$ cat src/rtl/dmem_ctrl.sv
// ============================================================================
// dmem_ctrl : single-port SRAM data-memory initiator, byte stores via RMW
// Rev 1.0
// ============================================================================
`default_nettype none

module dmem_ctrl #(
  parameter int AW     = 10,
  parameter int RD_LAT = 1
) (
  input  logic          CLK,
  input  logic          RST,
  input  logic          DREQ,
  input  logic          DRW,
  input  logic [AW-1:0] DADDR,
  input  logic [3:0]    DBE,
  input  logic [31:0]   DWDATA,
  output logic [31:0]   DRDATA,
  output logic          DRDY,
  output logic          BUSY,
  output logic          M_CSN,
  output logic          M_WEN,
  output logic [AW-1:0] M_A,
  output logic [31:0]   M_DI,
  input  logic [31:0]   M_DOUT
);

  localparam logic [1:0] C_CNT_INIT = 2'(RD_LAT - 1);

  typedef enum logic [2:0] {
    S_IDLE  = 3'd0,
    S_RD    = 3'd1,
    S_RWAIT = 3'd2,
    S_WR    = 3'd3,
    S_DONE  = 3'd4
  } state_t;

  state_t      r_state;
  state_t      w_next;
  logic        r_rw;
  logic [3:0]  r_be;
  logic [31:0] r_wdata;
  logic [1:0]  r_cnt;
  logic [31:0] w_merge;
  logic        w_accept;
  logic        w_rd_done;

  assign w_accept  = (r_state == S_IDLE) && DREQ;
  assign w_rd_done = (r_state == S_RWAIT) && (r_cnt == 2'd0);

  // Old word from the SRAM with the enabled bytes replaced by store data
  generate
    for (genvar i = 0; i < 4; i++) begin : g_merge
      assign w_merge[8*i +: 8] = r_be[i] ? r_wdata[8*i +: 8] : M_DOUT[8*i +: 8];
    end
  endgenerate

  always_comb begin
    w_next = r_state;
    case (r_state)
      S_IDLE: begin
        if (DREQ) begin
          if (!DRW)              w_next = S_RD;
          else if (DBE == 4'hF)  w_next = S_WR;
          else if (DBE == 4'h0)  w_next = S_DONE;
          else                   w_next = S_RD;
        end
      end
      S_RD:    w_next = S_RWAIT;
      S_RWAIT: if (r_cnt == 2'd0) w_next = r_rw ? S_WR : S_DONE;
      S_WR:    w_next = S_DONE;
      S_DONE:  w_next = S_IDLE;
      default: w_next = S_IDLE;
    endcase
  end

  always_ff @(posedge CLK) begin
    if (RST) begin
      r_state <= S_IDLE;
      r_rw    <= 1'b0;
      r_be    <= 4'h0;
      r_wdata <= 32'h0;
      r_cnt   <= 2'd0;
      M_CSN   <= 1'b1;
      M_WEN   <= 1'b1;
      M_A     <= '0;
      M_DI    <= 32'h0;
      DRDATA  <= 32'h0;
      DRDY    <= 1'b0;
      BUSY    <= 1'b0;
    end else begin
      r_state <= w_next;
      // Outputs are decoded from the next state so they line up with it
      M_CSN   <= !((w_next == S_RD) || (w_next == S_WR));
      M_WEN   <= (w_next != S_WR);
      DRDY    <= (w_next == S_DONE);
      BUSY    <= (w_next != S_IDLE);

      if (w_accept) begin
        r_rw    <= DRW;
        r_be    <= DBE;
        r_wdata <= DWDATA;
        M_A     <= DADDR;
        M_DI    <= DWDATA;
      end

      if (r_state == S_RD) begin
        r_cnt <= C_CNT_INIT;
      end else if (r_state == S_RWAIT && !w_rd_done) begin
        r_cnt <= r_cnt - 2'd1;
      end

      if (w_rd_done) begin
        if (r_rw) M_DI   <= w_merge;
        else      DRDATA <= M_DOUT;
      end
    end
  end

endmodule

`default_nettype wire

$ cat config.mk
export PLATFORM = sky130hd
export DESIGN_NAME = dmem_ctrl
export DESIGN_NICKNAME = d
export VERILOG_FILES = /design/src/rtl/dmem_ctrl.sv
export SDC_FILE = /design/constraint.sdc
export NUM_CORES = 1
export LEC_CHECK = 0
export ABC_AREA = 1
export ABC_CLOCK_PERIOD_IN_PS = 1710
export BUFFER_PORTS_ARGS = -buffer_cell sky130_fd_sc_hd__buf_4
export CELL_PAD_IN_SITES_DETAIL_PLACEMENT = 1
export CELL_PAD_IN_SITES_GLOBAL_PLACEMENT = 2
export CORE_ASPECT_RATIO = 1.5
export CORE_MARGIN = 2
export CORE_UTILIZATION = 27
export DETAILED_ROUTE_END_ITERATION = 8
export PLACE_DENSITY_LB_ADDON = 0.1
export SYNTH_ARGS = -nofsm -noshare
export SYNTH_HDL_FRONTEND = slang
export SYNTH_SLANG_ARGS = --single-unit
$ cat constraint.sdc
create_clock -name CLK -period 1.71 [get_ports CLK]
set_input_delay 0.342 -clock CLK [delete_from_list [all_inputs] [get_ports CLK]]
set_output_delay 0.342 -clock CLK [all_outputs]
set_load 0.1 [all_outputs]
Yosys cells after proc, flatten, opt, wreduce, memory -nomap -nowiden

Index checks and enable logic that the tools add are counted.

Register bits after elaboration: 120
Bits of input ports: 82
Output and inout bits: 78
Word-level logic and storage cells: 48

$add $sub $neg: 1
Eq/ne operators: 8
Multiplexer cells: 14
Bitwise logic cells: 1
Reductions and logical operators: 12

Operators by type and width:

| kind                | count |
|---|---|
| $mux 32             | 3 |
| $mux 8              | 4 |
| $mux 3              | 6 |
| $pmux 3 s4          | 1 |
| $eq 3x2->1 const B  | 3 |
| $eq 3x1->1 const B  | 2 |
| $eq 4x4->1 const B  | 1 |
| $logic_not 4->1     | 1 |
| $eq 3x3->1 const B  | 1 |
| $logic_and 1x1->1   | 3 |
| $logic_not 3->1     | 1 |
| $ne 3x2->1 const B  | 1 |
| $reduce_bool 3->1   | 1 |
| $logic_not 1->1     | 2 |
| $logic_not 2->1     | 1 |
| $reduce_and 2->1    | 1 |
| $reduce_or 2->1     | 1 |
| $sub 2x1->2 const B | 1 |
| $logic_or 1x1->1    | 1 |
| $not 1->1           | 1 |

Depth between registers and ports, before layout

Gate-level depths: netlist (run 1).

Word-level depth: 9
Mapped depth: 10
Mapped depth without buffers: 9

Least setup slack after synthesis (run 1)

Ideal clock, no wire load.

Path kind: register to register
Start: register r_cnt[0]
End: register DRDATA[29]
Library setup time: 0.122 ns
Data arrival time: 1.233 ns
Required time: 1.588 ns
Slack: 0.355 ns
Cell stages (with the launch flop): 11
Buffers on the path: 1
Clock period less this slack: 1.355 ns
Cell sequence: dfxtp_1 -> inv_1 -> ha_1 -> inv_1 -> nand2_1 -> nand2_1 -> nand2_1 -> inv_2 -> buf_4 -> o21ai_0 -> a21oi_1

Longest elaborated chain between the ends: 3

RTL lines:

| what                       | RTL line | source |
|---|---|---|
| start: declaration         | 43       | `logic [1:0] r_cnt;` |
| start signal: assignment   | 110      | `r_cnt <= r_cnt - 2'd1;` |
| $logic_not 2->1            | 49       | `assign w_rd_done = (r_state == S_RWAIT) && (r_cnt == 2'd0);` |
| $logic_and 1x1->1          | 49       |  |
| $reduce_and 2->1 (no line) | -        |  |
| end signal: assignment     | 88       | `DRDATA <= 32'h0;` |
| end signal: assignment     | 115      | `else DRDATA <= M_DOUT;` |
| end: declaration           | 18       | `output logic [31:0] DRDATA,` |

Every way passes these cells.
A chain may end at the register's enable or synchronous reset.

Worst setup path in the final report (run 1)

Start: register r_cnt[0]
End: register DRDATA[7]

Same word-level chain as after synthesis.

==> results of run 1 <==
[through the flow]
| stage | instances | power [mW] |
|---|---|---|
| 2_1_floorplan | 703 | 4.744 |
| 3_3_place_gp | 1056 | 5.341 |
| 3_5_place_dp | 1056 | 5.377 |
| 4_1_cts | 1087 | 9.074 |
| 5_1_grt | 1087 | 9.333 |
| 6_report | 1087 | 8.923 |
[cells in the mapped netlist, drive strengths merged]
| cell | instances |
|---|---|
| a211oi | 1 |
| clkinv | 1 |
| dfxtp | 120 |
| a21oi | 48 |
| inv | 30 |
| or2 | 1 |
| ha | 1 |
| buf | 28 |
| clkbuf | 14 |
| o21bai | 1 |
| nor2 | 137 |
| nor3 | 1 |
| o21ai | 90 |
| nand2 | 225 |
| nand3 | 5 |
[kinds of logic after synthesis]
family / after synthesis / share of synthesized area (%)
AOI/OAI and AO/OA: 140 / 14.38
adders and majority gates: 1 / 0.2550
buffers and inverters: 73 / 7.167
DFF: 120 / 48.97
and+or+nand+nor: 369 / 29.23
[tightest hold or removal path, stage by stage]
cell	delay, ns
buf_4	0.08
nor2_1	0.03
nor2_1	0.08
[sequential cells by signal (all words and copies together), names as in the netlist]
| name | count |
|---|---|
| r_wdata | 32 |
| M_A | 10 |
| r_rw | 1 |
| r_cnt | 2 |
| DRDATA | 32 |
| M_CSN | 1 |
| r_be | 4 |
| DRDY | 1 |
| M_DI | 32 |
| M_WEN | 1 |
| r_state | 3 |
| BUSY | 1 |
[routing by layer]
metal | track usage (%) | up-vias | routed length (µm)
li1 | - | 2511 | -
met1 | 20.08 | 2392 | 6958
met2 | 33.64 | 106 | 8949
met3 | 4.368 | 14 | 675
met4 | 5.514 | 0 | 238
met5 | 0 | - | 0
[worst min-delay path by stage]
stage          slack [ns]  cells after the start                  endpoint                startpoint
2_1_floorplan        0.44                      2  r_wdata[14]$_SDFFE_PP0P_  r_wdata[14]$_SDFFE_PP0P_
3_3_place_gp         0.45                      2  r_wdata[27]$_SDFFE_PP0P_  r_wdata[27]$_SDFFE_PP0P_
3_5_place_dp         0.45                      2  r_wdata[25]$_SDFFE_PP0P_  r_wdata[25]$_SDFFE_PP0P_
4_1_cts              0.13                      3       M_A[4]$_SDFFE_PP0P_                  DADDR[4]
5_1_grt              0.14                      3       M_A[3]$_SDFFE_PP0P_                  DADDR[3]
6_report             0.15                      3       M_A[4]$_SDFFE_PP0P_                  DADDR[4]
[placed cells by master, fill, tap and decap left out, types with 2 or more instances in the layout]
cell,netlist,routed
nand3_1,4,4
o21ai_1,4,4
dfxtp_1,120,120
clkbuf_16,0,17
inv_2,2,3
o21ai_0,86,86
clkbuf_1,14,2
clkbuf_8,0,3
nor2_1,135,135
bufinv_16,0,3
inv_1,27,27
nand2_1,223,223
buf_12,0,5
a21oi_1,48,48
clkinv_2,0,5
buf_4,2,173
[final cells by class]
| class | instances | area (µm²) | area share (%) |
|---|---|---|---|
| clock buffer | 22 | 474.2 | 6.830 |
| clock inverter | 9 | 122.6 | 1.766 |
| inverter | 31 | 118.9 | 1.712 |
| multi-input combinational | 510 | 2155 | 31.03 |
| sequential | 120 | 2402 | 34.60 |
| tap | 217 | 271.5 | 3.911 |
| timing repair buffer | 178 | 1399 | 20.15 |
[power groups by stage]
stage          logic [mW]  clock network [mW]  registers, mW
2_1_floorplan       0.586                   0           4.16
3_3_place_gp         2.15                   0           3.19
3_5_place_dp         2.18                   0           3.20
4_1_cts              2.18                3.74           3.15
5_1_grt              2.31                3.86           3.17
6_report             2.15                3.63           3.14
==> impl_metrics.py, run 1 <==
metrics = {
    "status": {
        "outcome": "complete, no violations",
    },
    "clock_network": {
        "path_clk_slew_ns": 0.05,
        "clock-root-buffer": "clkbuf_16",
        "cts_setup_buffers": 0,
        "clk_latency_ns": 0.41,
        "ctsHoldBuffers": 0,
        "clock_sink_count": 120,
        "htree_levels": 4,
        "cts.repair.resized": 0,
        "numCtsBuffers": 17,
        "clock_path_buffers": 2,
        "tritoncts": "built",
    },
    "worst_setup_path": {
        "path_buf_inv": 4,
        "endpoint_kind": "flop",
        "crit_start": "r_cnt[0]$_SDFFE_PP0P_",
        "critPathCapture": "DRDATA[7]$_SDFFE_PP0P_",
        "cp_slowest_cell": "dfxtp_1",
        "crit_fanout": 22,
        "r2r_start": "r_cnt[0]$_SDFFE_PP0P_",
        "critPathMaxStageDelay_ns": 0.29,
        "reg2reg_depth": 10,
        "timing.rr.end": "DRDATA[7]$_SDFFE_PP0P_",
        "cp_top_family": "buffers and inverters",
        "cp.required_ns": 2.01,
        "setup.worst_path.start_class": "flop",
        "worstPathCellList": "inv_1 -> ha_2 -> inv_1 -> nand2_1 -> nand2_1 -> nand2_1 -> inv_2 -> buf_4 -> o21ai_0 -> a21oi_1",
        "critical_path_arrival_ns": 1.81,
        "crit_top_cell": "nand2_1",
        "path_depth": 10,
        "r2r_slack_ns": 0.19,
        "path_class": "flop to flop",
    },
    "finish": {
        "fill_cells": 2271,
        "post-route-util_pct": 38.86,
        "diodes": 0,
        "finalInstanceArea_um2": 6943,
        "layout.nets": 941,
        "syn_to_final_growth_pct": 41.52,
        "drive_gt1_share_pct": 25.06,
    },
    "power_and_ir_drop": {
        "internal-power_mw": 5.943,
        "p_per_area_nw_per_um2": 1285,
        "p_sw_share_pct": 33.40,
        "vdd_drop_max_mv": 0.4366,
        "power.leakage_nw": 3.332,
        "power_frac_seq_pct": 35.2,
        "switchingPower_mw": 2.980,
        "p_comb_share_pct": 24.1,
        "power_frac_clock_pct": 40.7,
    },
    "place": {
        "placed_area_um2": 6344,
        "place_hpwl_um": 11790,
        "portBuffers": 159,
        "pre_cts_slack_ns": 0.1442,
        "globalplace.congestion": 0.8026,
    },
    "logic_synthesis": {
        "syn_area_um2": 4906,
        "ys_ff_latch": 120,
        "syn_inst": 703,
        "syn-num-nets": 786,
        "yosysWarnings": 0,
        "yosys-top-cells-area": "dfxtp_1 49%, nand2_1 17%, nor2_1 10%, o21ai_0 8.8%, a21oi_1 4.9%",
        "yosysSeqAreaShare_pct": 48.97,
        "synth_top_area_cell": "dfxtp_1",
        "syn_area_per_cell_um2": 6.979,
        "netlist.area_leader.share_pct": 48.97,
        "synth.distinct_cells": 26,
    },
    "floorplanning": {
        "die_y_um": 169.1,
        "std_cell_rows": 60,
        "ios": 160,
        "coreArea_um2": 17870,
        "dieArea_um2": 19290,
        "initial_core_util_pct": 27.46,
        "die_x_um": 114.1,
    },
    "timing": {
        "period_minus_slack_ns": 1.515,
        "rsz0062_at_grt": "no",
        "max_freq_mhz": 659.9,
        "hold_viol_final": 0,
        "finClkSkew_ns": 0.007006,
        "setup_slack_ns": 0.1946,
        "drv_slew": 0,
        "setup_viol": 0,
        "min_period_over_period_pct": 88.62,
        "tightest_slew_ns": 0.5571,
        "tns_ns": 0,
        "hold_slack_ns": 0.1513,
        "relSlewSlack_pct": 62.81,
    },
    "hold_path": {
        "hold_class": "input port to flop",
    },
    "route": {
        "via_count": 5023,
        "drtAntennaViolNets": 0,
        "wire_per_inst_um": 15.48,
        "drtPass1Iterations": 5,
        "drt-initial-drc-count": 129,
        "drc_errors": 0,
        "drt-total-wl_um": 16820,
        "viasPerCell": 4.621,
    },
    "grt": {
        "overflow": 0,
        "grt_usage_pct": 18.11,
        "grt_pass1_vias": 5383,
        "grt_start_max_net_pins": 53,
        "antenna_found_initial": 0,
        "grt_first_pass_wirelength_um": 27200,
    },
    "job": {
        "maxCapViolCount": 0,
    },
}
Note: power is estimated with default switching activity, not from simulation.
==> inputs of run 2 (changes only) <==
- REMOVE_ABC_BUFFERS: not set -> 1
==> run 2 against run 1 <==
Effect of this change:
- final cell count did not move
- non-clock buffer count rose by 2
- highest routed layer unchanged
- routed wire length rose by 0.24%
- hold slack improved by 0.0022 ns
- critical path depth did not move
- combinational power barely moved
- final area barely moved
==> impl_metrics.py, run 2 (synthesis results as in run 1) <==
metrics = {
    "timing": {
        "drv_slew": 0,
        "period_minus_slack_ns": 1.501,
        "rsz0062_at_grt": "no",
        "min_period_over_period_pct": 87.77,
        "tns_ns": 0,
        "hold_viol_final": 0,
        "setup_slack_ns": 0.2091,
        "tightest_slew_ns": 0.6559,
        "setup_viol": 0,
        "max_freq_mhz": 666.3,
        "relSlewSlack_pct": 56.22,
        "finClkSkew_ns": 0.009969,
    },
    "worst_setup_path": {
        "worstPathCellList": "inv_1 -> ha_2 -> inv_1 -> nand2_1 -> nand2_1 -> nand2_1 -> inv_2 -> buf_6 -> o21ai_0 -> a21oi_1",
        "cp.required_ns": 2.01,
        "endpoint_kind": "flop",
        "critical_path_arrival_ns": 1.80,
        "crit_top_cell": "nand2_1",
        "setup.worst_path.start_class": "flop",
        "crit_start": "r_cnt[0]$_SDFFE_PP0P_",
        "path_class": "flop to flop",
        "crit_fanout": 18,
        "r2r_start": "r_cnt[0]$_SDFFE_PP0P_",
        "critPathMaxStageDelay_ns": 0.29,
        "cp_slowest_cell": "dfxtp_1",
    },
    "floorplanning": {
        "std_cell_rows": 60,
        "die_x_um": 114.1,
        "dieArea_um2": 19290,
        "coreArea_um2": 17870,
        "initial_core_util_pct": 27.46,
        "ios": 160,
        "die_y_um": 169.1,
    },
    "clock_network": {
        "clock_path_buffers": 2,
        "clock_sink_count": 120,
        "ctsHoldBuffers": 0,
        "path_clk_slew_ns": 0.05,
        "clock-root-buffer": "clkbuf_16",
        "tritoncts": "built",
        "htree_levels": 4,
        "clk_latency_ns": 0.42,
        "numCtsBuffers": 17,
    },
    "hold_path": {
        "hold_start": "DADDR[5]",
        "hold_class": "input port to flop",
    },
    "job": {
        "maxCapViolCount": 0,
    },
    "finish": {
        "layout_common_cells": "223 x nand2_1, 173 x buf_4, 135 x nor2_1",
        "drive_gt1_share_pct": 24.94,
        "diodes": 0,
        "final_common_cell": "nand2_1",
        "layout.cells.non_filler": 1087,
        "layout.nets": 943,
        "top_regs": "DRDATA: 32 flops, M_DI: 32 flops, r_wdata: 32 flops",
        "syn_to_final_growth_pct": 41.39,
    },
    "place": {
        "place_hpwl_um": 11850,
        "dp_cells": 1058,
        "pre_cts_slack_ns": 0.1277,
        "globalplace.congestion": 0.7299,
        "portBuffers": 159,
    },
    "grt": {
        "antenna_found_initial": 0,
        "grt_usage_pct": 17.86,
        "overflow": 0,
        "grt_pass1_vias": 5277,
        "grt_start_max_net_pins": 36,
        "grt_first_pass_wirelength_um": 26790,
    },
    "route": {
        "drt-total-wl_um": 16860,
        "via_count": 5098,
        "wire_per_inst_um": 15.51,
        "drc_errors": 0,
        "drtAntennaViolNets": 0,
        "drt-initial-drc-count": 184,
        "viasPerCell": 4.690,
        "drtPass1Iterations": 4,
    },
    "power_and_ir_drop": {
        "vdd_drop_max_mv": 0.4566,
        "p_per_area_nw_per_um2": 1266,
        "total_power_mw": 8.778,
        "power.leakage_nw": 3.330,
    },
    "status": {
        "outcome": "complete, no violations",
    },
}
-- run 2: cell types whose count changed in the layout (fill, tap and decap cells not counted), sizes merged --
cell,delta
bufinv,-2
clkinv,-4
clkbuf,+5
clkinvlp,-1
buf,+2
-- run 2: per-layer routing --
layer | GRT usage [%] | routed length [µm] | vias up
met5 | 0 | 0 | -
met4 | 6.840 | 367 | 0
met3 | 4.726 | 878 | 25
met2 | 31.34 | 8619 | 129
met1 | 20.54 | 6997 | 2421
li1 | - | - | 2523
-- run 2: repair_timing --
action,in CTS,in global routing
setup buffers,0,0
resized for setup,0,3
setup endpoints to repair,0,12
-- run 2: layout make-up --
class	count	area, µm²
clock buffer	27	533.0
inverter	31	118.9
clock inverter	2	35.03
timing repair buffer	180	1421
multi-input combinational	510	2155
fill	2233	10930
tap	217	271.5
sequential	120	2402
-- run 2: report_power, final --
group	switching (mW)	total [mW]	internal, mW	leakage (nW)
clock	1.23	3.47	2.24	0.281
combinational	1.61	2.17	0.558	2.07
sequential	0.126	3.14	3.01	0.983
-- run 2: final timing paths --
| path | to | slack [ns] | depth (start not counted) |
|---|---|---|---|
| max | DRDATA[4]$_SDFFE_PP0P_ | 0.21 | 10 |
| min reg2reg | r_wdata[30]$_SDFFE_PP0P_ | 0.46 | 2 |
| min | M_A[5]$_SDFFE_PP0P_ | 0.15 | 3 |
| max reg2reg | DRDATA[4]$_SDFFE_PP0P_ | 0.21 | 10 |
-- run 2: stage by stage --
stage / hold slack, ns / area, µm² / util [%]
CTS: 0.1314 / 6927 / 38.77
detailed placement: 0.4540 / 6359 / 35.59
finish: 0.1535 / 6937 / 38.82
floorplan: 0.4111 / 4673 / -
global route: 0.1451 / 6937 / 38.82
global placement: 0.4477 / 6359 / 35.59
-- run 2: worst max-delay path, delay by kind of cell (launching register included) --
kind	cells	cell delay [ns]
compound gates	2	0.25
fa+ha+maj	1	0.24
buf+inv	4	0.36
flops	1	0.29
simple gates	3	0.22
